File: src/rtl/lfsr_roll_pkg.sv
// Shared types and default constants for the LFSR roll sequencer.
package lfsr_roll_pkg;

  localparam int LFSR_W = 4;

  localparam logic [LFSR_W-1:0] LOCK_VAL_DEF   = 4'hF;
  localparam int                SPIN_MIN_DEF   = 8;
  localparam int                SLOW_START_DEF = 4;
  localparam int                SLOW_STEPS_DEF = 6;
  localparam int                CNT_W_DEF      = 16;

  typedef enum logic [2:0] {
    IDLE  = 3'd0,
    SPIN  = 3'd1,
    SLOW  = 3'd2,
    LATCH = 3'd3,
    SHOW  = 3'd4
  } state_t;

endpackage

File: src/rtl/lfsr_roll_ctrl_if.sv
// Bundle between the roll sequencer (master) and the LFSR/7-seg datapath (slave).
//
// Signalling: lfsr_step and lfsr_clear are single-cycle commands that the
// datapath acts on at the next clock edge; they are never high together.
// result is meaningful only while result_valid is high; busy marks an active
// roll. state is the sequencer's current FSM state for observation.
interface lfsr_roll_ctrl_if import lfsr_roll_pkg::*; ();

  logic              roll_btn;
  logic [LFSR_W-1:0] lfsr_q;
  logic              lfsr_step;
  logic              lfsr_clear;
  logic [LFSR_W-1:0] result;
  logic              result_valid;
  logic              busy;
  state_t            state;

  modport master (
    input  roll_btn, lfsr_q,
    output lfsr_step, lfsr_clear, result, result_valid, busy, state
  );

  modport slave (
    output roll_btn, lfsr_q,
    input  lfsr_step, lfsr_clear, result, result_valid, busy, state
  );

endinterface

File: src/rtl/btn_sync_edge.sv
// Two-flop synchronizer for an asynchronous button plus a rising-edge pulse.
module btn_sync_edge (
  input  logic clk,
  input  logic rst,
  input  logic btn,
  output logic level,
  output logic rise
);

  logic s1, s2, s2_d;

  // Synchronizer chain plus one delay stage for edge detection.
  always_ff @(posedge clk) begin
    if (rst) begin
      s1   <= 1'b0;
      s2   <= 1'b0;
      s2_d <= 1'b0;
    end else begin
      s1   <= btn;
      s2   <= s1;
      s2_d <= s2;
    end
  end

  assign level = s2;
  assign rise  = s2 & ~s2_d;

endmodule

File: src/rtl/lfsr_roll_ctrl.sv
// Roll sequencer: free-run the LFSR while the button is held, decelerate with
// doubling step intervals, then freeze and present the settled value. A step
// requested while the LFSR sits in its lock-up value becomes a clear instead.
module lfsr_roll_ctrl import lfsr_roll_pkg::*; #(
  parameter int                SPIN_MIN   = SPIN_MIN_DEF,
  parameter int                SLOW_START = SLOW_START_DEF,
  parameter int                SLOW_STEPS = SLOW_STEPS_DEF,
  parameter int                CNT_W      = CNT_W_DEF,
  parameter logic [LFSR_W-1:0] LOCK_VAL   = LOCK_VAL_DEF
) (
  input logic              clk,
  input logic              rst,
  lfsr_roll_ctrl_if.master bus
);

  localparam logic [CNT_W-1:0] CNT_MAX      = '1;
  localparam logic [CNT_W-1:0] SPIN_MIN_C   = CNT_W'(SPIN_MIN);
  localparam logic [CNT_W-1:0] SLOW_START_C = CNT_W'(SLOW_START);
  localparam logic [CNT_W-1:0] LAST_STEP_C  = CNT_W'(SLOW_STEPS - 1);

  state_t            state, state_nx;
  logic [CNT_W-1:0]  cnt, cnt_nx;
  logic [CNT_W-1:0]  ivl, ivl_nx;
  logic [CNT_W-1:0]  wait_cnt, wait_nx;
  logic [CNT_W-1:0]  nsteps, nsteps_nx;
  logic [LFSR_W-1:0] result_r, result_nx;
  logic              valid_r, valid_nx;
  logic              step_req;
  logic              lock_hit;
  logic              btn_level, btn_rise;

  btn_sync_edge u_btn (
    .clk   (clk),
    .rst   (rst),
    .btn   (bus.roll_btn),
    .level (btn_level),
    .rise  (btn_rise)
  );

  // State, counters and held result register.
  always_ff @(posedge clk) begin
    if (rst) begin
      state    <= IDLE;
      cnt      <= '0;
      ivl      <= '0;
      wait_cnt <= '0;
      nsteps   <= '0;
      result_r <= '0;
      valid_r  <= 1'b0;
    end else begin
      state    <= state_nx;
      cnt      <= cnt_nx;
      ivl      <= ivl_nx;
      wait_cnt <= wait_nx;
      nsteps   <= nsteps_nx;
      result_r <= result_nx;
      valid_r  <= valid_nx;
    end
  end

  // Next-state, counter updates and step request.
  always_comb begin
    state_nx  = state;
    cnt_nx    = cnt;
    ivl_nx    = ivl;
    wait_nx   = wait_cnt;
    nsteps_nx = nsteps;
    result_nx = result_r;
    valid_nx  = valid_r;
    step_req  = 1'b0;
    unique case (state)
      IDLE: begin
        if (btn_rise) begin
          state_nx = SPIN;
          cnt_nx   = '0;
        end
      end
      SPIN: begin
        step_req = 1'b1;
        if (cnt != CNT_MAX) cnt_nx = cnt + 1'b1;
        // Early release is only honoured once the minimum spin has elapsed.
        if (cnt >= SPIN_MIN_C && !btn_level) begin
          state_nx  = SLOW;
          ivl_nx    = SLOW_START_C;
          wait_nx   = '0;
          nsteps_nx = '0;
        end
      end
      SLOW: begin
        if (wait_cnt == ivl - 1'b1) begin
          step_req  = 1'b1;
          wait_nx   = '0;
          nsteps_nx = nsteps + 1'b1;
          ivl_nx    = ivl[CNT_W-1] ? CNT_MAX : (ivl << 1);
          if (nsteps == LAST_STEP_C) state_nx = LATCH;
        end else begin
          wait_nx = wait_cnt + 1'b1;
        end
      end
      LATCH: begin
        // The final SLOW step has landed in the datapath by now.
        state_nx  = SHOW;
        result_nx = bus.lfsr_q;
        valid_nx  = 1'b1;
      end
      SHOW: begin
        if (btn_rise) begin
          state_nx = SPIN;
          cnt_nx   = '0;
          valid_nx = 1'b0;
        end
      end
      default: state_nx = IDLE;
    endcase
  end

  // A step aimed at the lock-up value is replaced by a clear.
  assign lock_hit         = (bus.lfsr_q == LOCK_VAL);
  assign bus.lfsr_clear   = step_req & lock_hit;
  assign bus.lfsr_step    = step_req & ~lock_hit;
  assign bus.result       = result_r;
  assign bus.result_valid = valid_r;
  assign bus.busy         = (state == SPIN) || (state == SLOW) || (state == LATCH);
  assign bus.state        = state;

endmodule
File: src/flat_wrapper.sv
// flat-port wrapper written by rule: the top's interface ports become plain ports
module lfsr_roll_ctrl_flat import lfsr_roll_pkg::*;
#(
  parameter int                SPIN_MIN   = SPIN_MIN_DEF,
  parameter int                SLOW_START = SLOW_START_DEF,
  parameter int                SLOW_STEPS = SLOW_STEPS_DEF,
  parameter int                CNT_W      = CNT_W_DEF,
  parameter logic [LFSR_W-1:0] LOCK_VAL   = LOCK_VAL_DEF
)
  (clk, rst, bus_roll_btn, bus_lfsr_q, bus_lfsr_step, bus_lfsr_clear, bus_result, bus_result_valid, bus_busy, bus_state);
  lfsr_roll_ctrl_if bus_i ();
  input logic clk;
  input logic rst;
  input wire logic [$bits(bus_i.roll_btn)-1:0] bus_roll_btn;
  input wire logic [$bits(bus_i.lfsr_q)-1:0] bus_lfsr_q;
  output wire logic [$bits(bus_i.lfsr_step)-1:0] bus_lfsr_step;
  output wire logic [$bits(bus_i.lfsr_clear)-1:0] bus_lfsr_clear;
  output wire logic [$bits(bus_i.result)-1:0] bus_result;
  output wire logic [$bits(bus_i.result_valid)-1:0] bus_result_valid;
  output wire logic [$bits(bus_i.busy)-1:0] bus_busy;
  output wire logic [$bits(bus_i.state)-1:0] bus_state;
  assign bus_i.roll_btn = bus_roll_btn;
  assign bus_i.lfsr_q = bus_lfsr_q;
  assign bus_lfsr_step = bus_i.lfsr_step;
  assign bus_lfsr_clear = bus_i.lfsr_clear;
  assign bus_result = bus_i.result;
  assign bus_result_valid = bus_i.result_valid;
  assign bus_busy = bus_i.busy;
  assign bus_state = bus_i.state;
  lfsr_roll_ctrl #(.SPIN_MIN(SPIN_MIN), .SLOW_START(SLOW_START), .SLOW_STEPS(SLOW_STEPS), .CNT_W(CNT_W), .LOCK_VAL(LOCK_VAL)) u_core (.clk(clk), .rst(rst), .bus(bus_i));
endmodule
File: config.mk
export PLATFORM = sky130hd
export DESIGN_NAME = lfsr_roll_ctrl_flat
export DESIGN_NICKNAME = d
export VERILOG_FILES = /design/src/rtl/lfsr_roll_pkg.sv /design/src/rtl/lfsr_roll_ctrl_if.sv /design/src/rtl/btn_sync_edge.sv /design/src/rtl/lfsr_roll_ctrl.sv /design/src/flat_wrapper.sv
export SDC_FILE = /design/constraint.sdc
export NUM_CORES = 1
export LEC_CHECK = 0
export ABC_AREA = 1
export CORE_AREA = 2 2 125 127
export DETAILED_ROUTE_END_ITERATION = 16
export DIE_AREA = 0 0 127 129
export DONT_BUFFER_PORTS = 1
export PLACE_DENSITY = 0.49
export SKIP_LAST_GASP = 1
export SLEW_MARGIN = 20
export SYNTH_ARGS = -nofsm -noshare
export SYNTH_HDL_FRONTEND = slang
export SYNTH_HIERARCHICAL = 1
export SYNTH_SLANG_ARGS = --single-unit
export TNS_END_PERCENT = 20
File: constraint.sdc
create_clock -name clk -period 5.5 [get_ports clk]
set_input_delay 1.65 -clock clk [delete_from_list [all_inputs] [get_ports clk]]
set_output_delay 1.65 -clock clk [all_outputs]
set_load 0.02 [all_outputs]
### Word-level counts from Yosys, hierarchy flattened

Cells that the tools add are included.

* bits in registers: 75
* latch bits: 0
* memory bits (writable): 0
* ROM bits: 0
* input port bits: 7
* output and inout bits: 11
* word-level logic and storage cells: 69
* memories kept: 0

* add/subtract/negate cells: 4
* multiply operators: 0
* divide/modulo/power cells: 0
* $lt $le $gt $ge: 1
* eq/ne operators: 14
* shift-type cells: 0
* multiplexer cells: 21
* bitwise gates (word level): 5
* reduce and logical (&&, ||, !) cells: 14

Operator list (count)
* $mux W16: 8
* $pmux W16 S2: 4
* $add A16 B1 Y16 const B: 3
* $eq A16 B16 Y1: 1
* $eq A16 B3 Y1 const B: 1
* $ge A16 B4 Y1 const B: 1
* $ne A16 B16 Y1 const B: 1
* $sub A16 B1 Y16 const B: 1
* $mux W3: 4
* $ne A2 B1 Y1 const B: 6
* $pmux W3 S4: 1
* $eq A3 B2 Y1 const B: 2
* $reduce_and A3 Y1: 2
* $reduce_bool A2 Y1: 3
* $eq A4 B4 Y1 const B: 1
* $pmux W1 S2: 2
* $reduce_and A2 Y1: 2
* $reduce_and A4 Y1: 1
* $and A1 B1 Y1: 3
* $eq A3 B1 Y1 const B: 1
* $eq A3 B3 Y1 const B: 1
* $logic_not A3 Y1: 1
* $logic_or A1 B1 Y1: 2
* $mux W1: 2
* other kinds (4): 5

### Depth between registers and ports, before layout

Gate-level depths: netlist (run 1).

* word-level depth: 5
* gate-level depth with buffers: 18
* gate-level depth less buffers: 17

### Hierarchy

The synthesis (run 1) kept the hierarchy.

Modules (own cells, without submodules)
* lfsr_roll_ctrl: instances 1, cells each 678, area an instance 4371.7 µm², seq. area each 1441.4 µm²
* btn_sync_edge: instances 1, cells each 10, area an instance 86.3 µm², seq. area each 60.1 µm²

### Least setup slack after synthesis (run 1)

OpenSTA, ideal clock, no wires.

* kind: input port to output port
* start: input port bus_lfsr_q[2]
* end: output port bus_lfsr_step
* arrival time: 2.075 ns
* path slack: 1.775 ns
* stages: 3
* buffers on the path: 0
* cell sequence: nand4_1 inv_1 nor2_1

* cells in the longest elaborated chain, start to end: 3

RTL lines
* from (decl): line flat_wrapper.sv:15 `input wire logic [$bits(bus_i.lfsr_q)-1:0] bus_lfsr_q;`
* $eq A4 B4 Y1: line lfsr_roll_ctrl.sv:118 `assign lock_hit = (bus.lfsr_q == LOCK_VAL);`
* $not A1 Y1: line lfsr_roll_ctrl.sv:120 `assign bus.lfsr_step = step_req & ~lock_hit;`
* $and A1 B1 Y1: line lfsr_roll_ctrl.sv:120
* to (decl): line flat_wrapper.sv:16 `output wire logic [$bits(bus_i.lfsr_step)-1:0] bus_lfsr_step;`

Every way passes these cells.

### Final worst setup path (run 1)

* start: register u_core.ivl[0]
* end: output port bus_lfsr_step

* cells in the longest elaborated chain, start to end: 5

RTL lines
* from (decl): line lfsr_roll_ctrl.sv:23 `logic [CNT_W-1:0] ivl, ivl_nx;`
* from (signal assigned): line lfsr_roll_ctrl.sv:53 `ivl <= ivl_nx;`
* $sub A16 B1 Y16: line lfsr_roll_ctrl.sv:90 `if (wait_cnt == ivl - 1'b1) begin`
* $eq A16 B16 Y1: line lfsr_roll_ctrl.sv:90
* $mux W1: line lfsr_roll_ctrl.sv:90
* $pmux W1 S2: line lfsr_roll_ctrl.sv:71 `unique case (state)`
* $and A1 B1 Y1: line lfsr_roll_ctrl.sv:120

Every way passes these cells.

==> results.json, run 1 <==
{
  "fp.dieArea_um2": 16400,
  "status": "completed",
  "drv_cap": 0,
  "die_h_um": 129,
  "critPathLaunchType": "register",
  "layout_common_cells": "150 x nand2_1, 125 x nor2_1, 78 x inv_1, 75 x dfxtp_1, 54 x nand3_1",
  "cts.repair.resized": 0,
  "grt_pass1_vias": 4081,
  "final_common_cell": "nand2_1",
  "cts_buffer_depth": 2,
  "hold_path.class": "reg2reg",
  "wl_met2_um": 5300,
  "drt-wirelength-per-cell_um": 12.1,
  "num_rows": 45,
  "fill_cells": 1641,
  "worst-path-buf-inv": 2,
  "crit_chain": "inv_2 > ha_1 > nand3_2 > nor2_4 > nand2_1 > nand2_1 > nand2_1 > nor2_1 > nand2_1 > nor2_2 > nand3_2 > nand2_4 > inv_1 > nor2_1",
  "fmax_mhz": 236,
  "core_um2": 15000,
  "cp_max_fo": 25,
  "endpoint_kind": "output pin",
  "slew_headroom_pct": 45.2,
  "fin_crit_sh_pct": 77.0,
  "vias_per_cell": 4.71,
  "antenna_found_initial": 0,
  "drive_gt1_share_pct": 5.40,
  "ys_types": 38,
  "hold_viol": 0,
  "antenna_cells": 0,
  "cts_buffers": 9,
  "worst_pin_slew_ps": 821,
  "routed-wl-met3_um": 261,
  "clk_latency_ps": 330,
  "tritoncts": "built",
  "grt.total_usage_pct": 13.6,
  "arrival_ps": 2590,
  "cp_top_family": "simple AND/OR/NAND/NOR gates",
  "drt_wl_total_um": 10600,
  "postCtsSetupBuffers": 0,
  "place_congestion": 0.830,
  "drc": 0,
  "area_delta_synth_final_pct": 10.9,
  "setup_ws_ps": 1260,
  "drt_pass1_iterations": 5,
  "clk_pin_slew_ps": 60,
  "ir_worst_vdd_uv": 146,
  "slowest_delay_ps": 330,
  "drv_slew": 0,
  "path_class": "reg2out",
  "crit_top_cell": "nand2_1",
  "rsz0062_at_grt": "no",
  "grt_pass1_wl_um": 18600,
  "synth_nets": 701,
  "syn_inst": 688,
  "final_nets": 694,
  "p_per_area_nw_per_um2": 350,
  "die_x_um": 127,
  "htreeDepth": 3,
  "critical_path_required_ps": 3850,
  "setup_viol": 0,
  "placed_cells": 858,
  "period_minus_slack_ps": 4240,
  "yosys_warnings": 6,
  "place_ws_ps": 1610,
  "fin_setup_tns_ps": 0,
  "seqCellArea_um2": 1500,
  "ys_seq_area_share_pct": 33.7,
  "initial_core_util_pct": 29.8,
  "io_buffer_count": 0,
  "drt_iter0_markers": 197,
  "dr.max_layer_used": "met4",
  "mappedNetlistArea_um2": 4460,
  "stdcell_count": 873,
  "slowest_stage": "nor2_1",
  "ys_seq_elements": 75,
  "dp_hpwl_um": 7590,
  "pin_count": 18,
  "synth_top_area_cell": "dfxtp_1",
  "synth_top_cell_area_share_pct": 33.7,
  "finClkSkew_ps": 8.58,
  "drtAntennaViolNets": 0,
  "vias": 4109,
  "p_leak_nw": 1.94,
  "hold_buffers": 0,
  "cts.sinks": 75,
  "grt_max_degree": 41,
  "drt-met1-wl_um": 4880,
  "overflow": 0,
  "syn_avg_cell_area_um2": 6.48,
  "synthTopCellsByArea": "dfxtp_1 34%, nand2_1 13%, nor2_1 11%",
  "cts-root-buf": "clkbuf_16",
  "multi_input_area_um2": 2540
}
## sequential cells by signal, indices dropped and copies added (netlist names)
signal	flops
u_core/bus.state	3
u_core/wait_cnt	16
u_core/nsteps	16
u_core/u_btn/level	1
u_core/cnt	16
u_core/ivl	16
u_core/u_btn/s1	1
u_core/bus.result_valid	1
u_core/u_btn/s2_d	1
u_core/bus.result	4
## logic make-up (layout without fill, tap and decap cells)
logic type               after synthesis  count (layout)  share of synthesized area [%]
adder cells (fa/ha/maj)                6               6                           1.68
flip-flops                            75              75                           33.7
buffers and inverters                105             102                           9.26
AND/OR/NAND/NOR                      386             386                           37.7
XOR/XNOR                              45              45                           9.18
AO/OA/AOI/OAI                         71              71                           8.50
## path summary, 6_finish.rpt
| check | start | to | slack [ps] | cells past startpoint |
|---|---|---|---|---|
| hold / removal | u_core/u_btn/s1$_SDFF_PP0_ | u_core/u_btn/level$_SDFF_PP0_ | 410 | 2 |
| hold reg to reg | u_core/u_btn/s1$_SDFF_PP0_ | u_core/u_btn/level$_SDFF_PP0_ | 410 | 2 |
| setup reg to reg | u_core/ivl[0]$_SDFFE_PP0P_ | u_core/ivl[11]$_SDFFE_PP0P_ | 2990 | 15 |
| setup / recovery | u_core/ivl[0]$_SDFFE_PP0P_ | bus_lfsr_step | 1260 | 14 |
## per-stage QoR
step	utilization, %	hold slack (ps)	total power (W)	instance area, um^2
final	33.0	414	0.00173	4950
after global routing	33.0	450	0.00185	4950
after CTS	33.0	419	0.00175	4950
after detailed placement	30.8	404	0.00107	4610
after global placement	30.8	403	0.00107	4610
after floorplan	-	388	0.000993	4460
## synth_stat cells (all sizes together)
| library cell | n |
|---|---|
| or2 | 1 |
| a21oi | 45 |
| xor3 | 1 |
| o221a | 1 |
| nor3b | 1 |
| nor4 | 10 |
| ha | 6 |
| nand3b | 4 |
| a31oi | 1 |
| xor2 | 28 |
| nand2 | 155 |
| o22ai | 4 |
| clkbuf | 14 |
| buf | 6 |
| a31o | 1 |
| o21ai | 16 |
| and3 | 1 |
| and2 | 1 |
| nand4 | 9 |
| nand3 | 57 |
| o31ai | 1 |
| nor3 | 17 |
| a211oi | 2 |
| xnor2 | 16 |
| dfxtp | 75 |
| inv | 82 |
| nor2 | 130 |
| clkinv | 3 |
## worst min-delay path: stages, from the launching register on
cell	delay, ps
dfxtp_1	300
inv_1	40
nor2_1	30
## layer usage
| layer | vias up | track usage [%] |
|---|---|---|
| met3 | 9 | 2.54 |
| li1 | 2170 | - |
| met1 | 1890 | 16.5 |
| met4 | 0 | 4.07 |
| met2 | 40 | 24.6 |
| met5 | - | 0 |
## cell type report
type                    instances  share of cell area [%]
repair buffers                  2                   0.304
well taps                     188                    4.76
flip-flops and latches         75                    30.4
inverters                      85                    6.45
multi-input cells             508                    51.4
clock buffers                  10                    4.63
clock inverters                 5                    2.07
## report_power, final
part	total (W)	switching, W	internal [W]
Combinational	0.000453	0.000298	0.000155
Sequential	0.000611	0.0000397	0.000571
Clock	0.000665	0.000225	0.000440
Total	0.00173	0.000563	0.00117
(Power assumes the default switching activity.)
==> run 2: changes to the inputs <==
- clock period: 5.5 -> 4.3 ns (I/O delays scaled with it)
==> run 2 against run 1 <==
  * Routed wire length rose by 0.96%
  * Design area fell by 1.1%
  * Sequential share of layout area rose by 0.33 points
  * Register-to-register slack got worse by 1200 ps
  * Final cell count rose by 0.23%
  * First-iteration DRC count fell by 6.6%
  * Setup slack got worse by 840 ps
  * Core utilization fell by 0.35 points
  * Non-clock buffer count rose by 1
  * Clock power rose by 4.5%
  * Count of clock-buffer cells in the layout did not move
  * Critical path depth did not move
==> results.json, run 2 (synthesis results as in run 1) <==
{
  "drive_gt1_share_pct": 5.68,
  "pwr-share-seq_pct": 38.1,
  "drt_iter0_markers": 184,
  "vias": 4115,
  "core_um2": 15000,
  "p_leak_nw": 1.91,
  "arrival_ps": 2590,
  "p_clk_share_pct": 33.9,
  "die_x_um": 127,
  "drt_wl_total_um": 10700,
  "fill_cells": 1666,
  "fin_crit_sh_pct": 90.2,
  "setup_viol": 0,
  "period_minus_slack_ps": 3880,
  "fp.dieArea_um2": 16400,
  "overflow": 0,
  "cts-root-buf": "clkbuf_16",
  "dp_hpwl_um": 7620,
  "final_common_cell": "nand2_1",
  "swShare_pct": 35.5,
  "drt_pass1_iterations": 4,
  "slew_headroom_pct": 46.5,
  "drv_cap": 0,
  "path_class": "reg2out",
  "tritoncts": "built",
  "io_buffer_count": 0,
  "antenna_found_initial": 0,
  "die_h_um": 129,
  "initial_core_util_pct": 29.8,
  "cts_buffer_depth": 2,
  "p_per_area_nw_per_um2": 418,
  "cts.sinks": 75,
  "place_congestion": 0.832,
  "status": "completed",
  "hold_buffers": 0,
  "hold_viol": 0,
  "num_rows": 45,
  "rsz0062_at_grt": "no",
  "p_int_w": 0.00132,
  "cts.repair.resized": 0,
  "grt_pass1_vias": 3981,
  "critPathLaunchType": "register",
  "ir_worst_vdd_uv": 229,
  "drt-wirelength-per-cell_um": 12.2,
  "grt.total_usage_pct": 13.6,
  "antenna_cells": 0,
  "drv_slew": 0,
  "p_comb_share_pct": 27.9,
  "layout_common_cells": "150 x nand2_1, 125 x nor2_1, 78 x inv_1, 75 x dfxtp_1, 54 x nand3_1",
  "cts_buffers": 9,
  "endpoint_kind": "output pin",
  "htreeDepth": 3,
  "p_sw_w": 0.000727,
  "fmax_mhz": 258,
  "clk_pin_slew_ps": 60,
  "fin_setup_tns_ps": 0,
  "hold_path.class": "reg2reg",
  "stdcell_count": 875,
  "cp_max_fo": 25,
  "postCtsSetupBuffers": 0,
  "grt_max_degree": 41,
  "finClkSkew_ps": 8.30,
  "final_nets": 695,
  "drtAntennaViolNets": 0,
  "final_util_pct": 32.7,
  "grt_pass1_wl_um": 18300,
  "critical_path_required_ps": 3010,
  "drc": 0,
  "worst_pin_slew_ps": 802,
  "area_delta_synth_final_pct": 9.77,
  "clk_latency_ps": 340,
  "vias_per_cell": 4.70,
  "pin_count": 18,
  "placed_cells": 859
}
[run 2: cell types whose count changed in the layout (fill, tap and decap cells not counted), sizes merged]
| cell | delta |
|---|---|
| buf | +1 |
| clkinv | +3 |
| bufinv | -3 |
| clkinvlp | +1 |
[run 2: area by class of cell]
cell class              count  area, um^2  share of cell area (%)
clock buffers              10         229                    4.68
clock inverters             6        42.5                   0.869
inverters                  85         319                    6.52
flip-flops and latches     75        1500                    30.7
well taps                 188         235                    4.81
multi-input cells         508        2540                    52.0
repair buffers              3        22.5                   0.460
[run 2: power groups by stage]
stage	clock, W	combinational [W]	sequential, W
final	0.000695	0.000571	0.000781
after global placement	0	0.000567	0.000795
after floorplan	0	0.000489	0.000782
after CTS	0.000720	0.000576	0.000781
after global routing	0.000741	0.000660	0.000788
after detailed placement	0	0.000573	0.000797
[run 2: path summary, 6_finish.rpt]
path | start | end | slack (ps) | cells after the start
max | u_core/ivl[0]$_SDFFE_PP0P_ | bus_lfsr_step | 420 | 14
min | u_core/u_btn/s1$_SDFF_PP0_ | u_core/u_btn/level$_SDFF_PP0_ | 420 | 2
max reg2reg | u_core/ivl[0]$_SDFFE_PP0P_ | u_core/ivl[11]$_SDFFE_PP0P_ | 1800 | 15
min reg2reg | u_core/u_btn/s1$_SDFF_PP0_ | u_core/u_btn/level$_SDFF_PP0_ | 420 | 2
[run 2: metal layers]
metal  up-vias  track usage, %  wire length [um]  share of wire, %
met5         -               0                 0                 0
met4         0            4.14               157               1.5
met3        12            2.74               199               1.9
met2        31            24.6              5270                49
met1      1900            16.3              5030                47
li1       2172               -                 -                 -
[run 2: through the flow]
| stage | power (W) | hold slack [ps] | cell area [um^2] | worst slack (ps) |
|---|---|---|---|---|
| 5_1_grt | 0.00219 | 430 | 4890 | 166 |
| 6_report | 0.00205 | 416 | 4890 | 421 |
| 2_1_floorplan | 0.00127 | 388 | 4460 | 1020 |
| 3_3_place_gp | 0.00136 | 404 | 4620 | 818 |
| 4_1_cts | 0.00208 | 415 | 4890 | 394 |
| 3_5_place_dp | 0.00137 | 396 | 4620 | 771 |
[run 2: critical path: stages (launching register included)]
cell     delay, ps
dfxtp_1        320
inv_2          100
ha_1           230
nand3_2        130
nor2_4         180
nand2_1         70
nand2_1         70
nand2_1         50
nor2_1          90
nand2_1         70
nor2_2         140
nand3_2        110
nand2_4        260
inv_1          110
nor2_1         330
==> run 3: changes to the inputs <==
--- a/config.mk
+++ b/config.mk
@@ -8,2 +8,4 @@
 export ABC_AREA = 1
+export CELL_PAD_IN_SITES_DETAIL_PLACEMENT = 0
+export CELL_PAD_IN_SITES_GLOBAL_PLACEMENT = 1
 export CORE_AREA = 2 2 125 127
@@ -12,3 +14,3 @@
 export DONT_BUFFER_PORTS = 1
-export PLACE_DENSITY = 0.49
+export PLACE_DENSITY = 0.62
 export SKIP_LAST_GASP = 1
--- a/constraint.sdc
+++ b/constraint.sdc
@@ -3,2 +3,2 @@
 set_output_delay 1.29 -clock clk [all_outputs]
-set_load 0.02 [all_outputs]
+set_load 0.005 [all_outputs]
==> run 3 against run 2 <==
  * Register-to-register slack worse by 50 ps
  * Clock power up 23%
  * Hold slack improved by 0.67 ps
  * First-iteration DRC count grew 49%
  * Routed wire length grew 2.7%
  * Final cell count is the same
  * Critical path type unchanged
  * Core utilization rose by 0.43 points
  * Clock skew is 0.58 ps lower
  * Largest cell class unchanged
  * Sequential cell count unchanged
==> results.json, run 3 (synthesis results as in run 1) <==
{
  "postCtsSetupBuffers": 0,
  "setup_ws_ps": 610,
  "vias": 4093,
  "layout_common_cells": "150 x nand2_1, 125 x nor2_1, 78 x inv_1, 75 x dfxtp_1, 54 x nand3_1",
  "drt-wirelength-per-cell_um": 12.5,
  "place_congestion": 0.826,
  "total_power_w": 0.00220,
  "hold_path.class": "reg2reg",
  "finClkSkew_ps": 7.72,
  "endpoint_kind": "output pin",
  "endpoint": "bus_lfsr_clear",
  "die_h_um": 129,
  "drv_cap": 0,
  "r2r-end": "u_core/ivl[10]$_SDFFE_PP0P_",
  "core_um2": 15000,
  "crit_path_start": "u_core/ivl[0]$_SDFFE_PP0P_",
  "pin_count": 18,
  "slew_headroom_pct": 42.8,
  "drt_iter0_markers": 275,
  "hold_buffers": 0,
  "initial_core_util_pct": 29.8,
  "clk_latency_ps": 340,
  "grt_pass1_wl_um": 19200,
  "drc": 0,
  "dp_hpwl_um": 7650,
  "cts-root-buf": "clkbuf_16",
  "vias_per_cell": 4.68,
  "arrival_ps": 2400,
  "rr_worst_depth": 15,
  "cts.repair.resized": 0,
  "grt_max_degree": 41,
  "htreeDepth": 3,
  "cts_buffers": 9,
  "drtAntennaViolNets": 0,
  "grt_pass1_vias": 4026,
  "final_util_pct": 33.1,
  "antenna_found_initial": 0,
  "period_minus_slack_ps": 3690,
  "ir_worst_vdd_uv": 171,
  "critical_path_required_ps": 3010,
  "path_class": "reg2out",
  "place_ws_ps": 976,
  "area_delta_synth_final_pct": 11.2,
  "cts.sinks": 75,
  "drt_pass1_iterations": 8,
  "r2r_start": "u_core/ivl[0]$_SDFFE_PP0P_",
  "setup_viol": 0,
  "drt_wl_total_um": 10900,
  "fmax_mhz": 271,
  "drv_slew": 0,
  "antenna_cells": 0,
  "die_x_um": 127,
  "final_common_cell": "nand2_1",
  "status": "completed",
  "grt.total_usage_pct": 14.5,
  "fp.dieArea_um2": 16400,
  "clk_pin_slew_ps": 60,
  "placed_area_um2": 4620,
  "io_buffer_count": 0,
  "fin_setup_tns_ps": 0,
  "drive_gt1_share_pct": 5.82,
  "hold_viol": 0,
  "fin_crit_sh_pct": 85.8,
  "cts_buffer_depth": 2,
  "worst_pin_slew_ps": 856,
  "tritoncts": "built",
  "num_rows": 45,
  "r2r_setup_slack_ps": 1750,
  "p_leak_nw": 1.94,
  "cp_max_fo": 25,
  "final_nets": 695,
  "rsz0062_at_grt": "no",
  "overflow": 0,
  "stdcell_area_um2": 4960,
  "critPathLaunchType": "register",
  "p_per_area_nw_per_um2": 444
}
## run 3: cell count changes in the layout (fill, tap and decap cells not counted), sizes merged
cell | before | now
inv | 82 | 84
bufinv | 0 | 2
clkinvlp | 2 | 1
clkinv | 7 | 4
## run 3: layout make-up
type / count / area (um^2)
Clock buffer: 10 / 239
Clock inverter: 6 / 96.3
Fill cell: 1633 / 10000
Inverter: 85 / 319
Multi-Input combinational cell: 508 / 2540
Sequential cell: 75 / 1500
Tap cell: 188 / 235
Timing Repair Buffer: 3 / 22.5
## run 3: worst min-delay path by stage
stage	from	slack, ps	to	cells after the start
detailed placement	u_core/u_btn/s1$_SDFF_PP0_	410	u_core/u_btn/level$_SDFF_PP0_	2
global placement	u_core/u_btn/s1$_SDFF_PP0_	410	u_core/u_btn/level$_SDFF_PP0_	2
global route	u_core/u_btn/s1$_SDFF_PP0_	460	u_core/u_btn/level$_SDFF_PP0_	2
finish	u_core/u_btn/s1$_SDFF_PP0_	420	u_core/u_btn/level$_SDFF_PP0_	2
CTS	u_core/u_btn/s1$_SDFF_PP0_	420	u_core/u_btn/level$_SDFF_PP0_	2
floorplan	u_core/u_btn/s1$_SDFF_PP0_	390	u_core/u_btn/level$_SDFF_PP0_	2
## run 3: critical path, stage by stage (launching register included)
cell	delay [ps]
dfxtp_1	330
inv_2	100
ha_1	220
nand3_2	140
nor2_4	180
nand2_1	70
nand2_1	60
nand2_1	50
nor2_1	90
nand2_1	70
nor2_2	150
nand3_2	110
nand2_4	250
inv_1	100
nor2_1	130
## run 3: report_power, final
| part | internal, W | leakage, nW | switching [W] |
|---|---|---|---|
| sequential | 0.000731 | 0.607 | 0.0000475 |
| clock | 0.000531 | 0.161 | 0.000324 |
| combinational | 0.000198 | 1.18 | 0.000370 |
| total | 0.00146 | 1.94 | 0.000742 |
## run 3: per-layer routing
layer  vias to the layer above  share of wire (%)  track usage, %
met1                      1844                 50            18.6
li1                       2186                  -               -
met3                        10                3.2            2.91
met4                         0                1.7            5.43
met5                         -                  0               0
met2                        53                 45            24.3
## run 3: per-stage QoR
step / cells / hold slack (ps)
2_1_floorplan: 688 / 388
5_1_grt: 875 / 456
6_report: 875 / 417
4_1_cts: 875 / 421
3_5_place_dp: 859 / 406
3_3_place_gp: 859 / 406
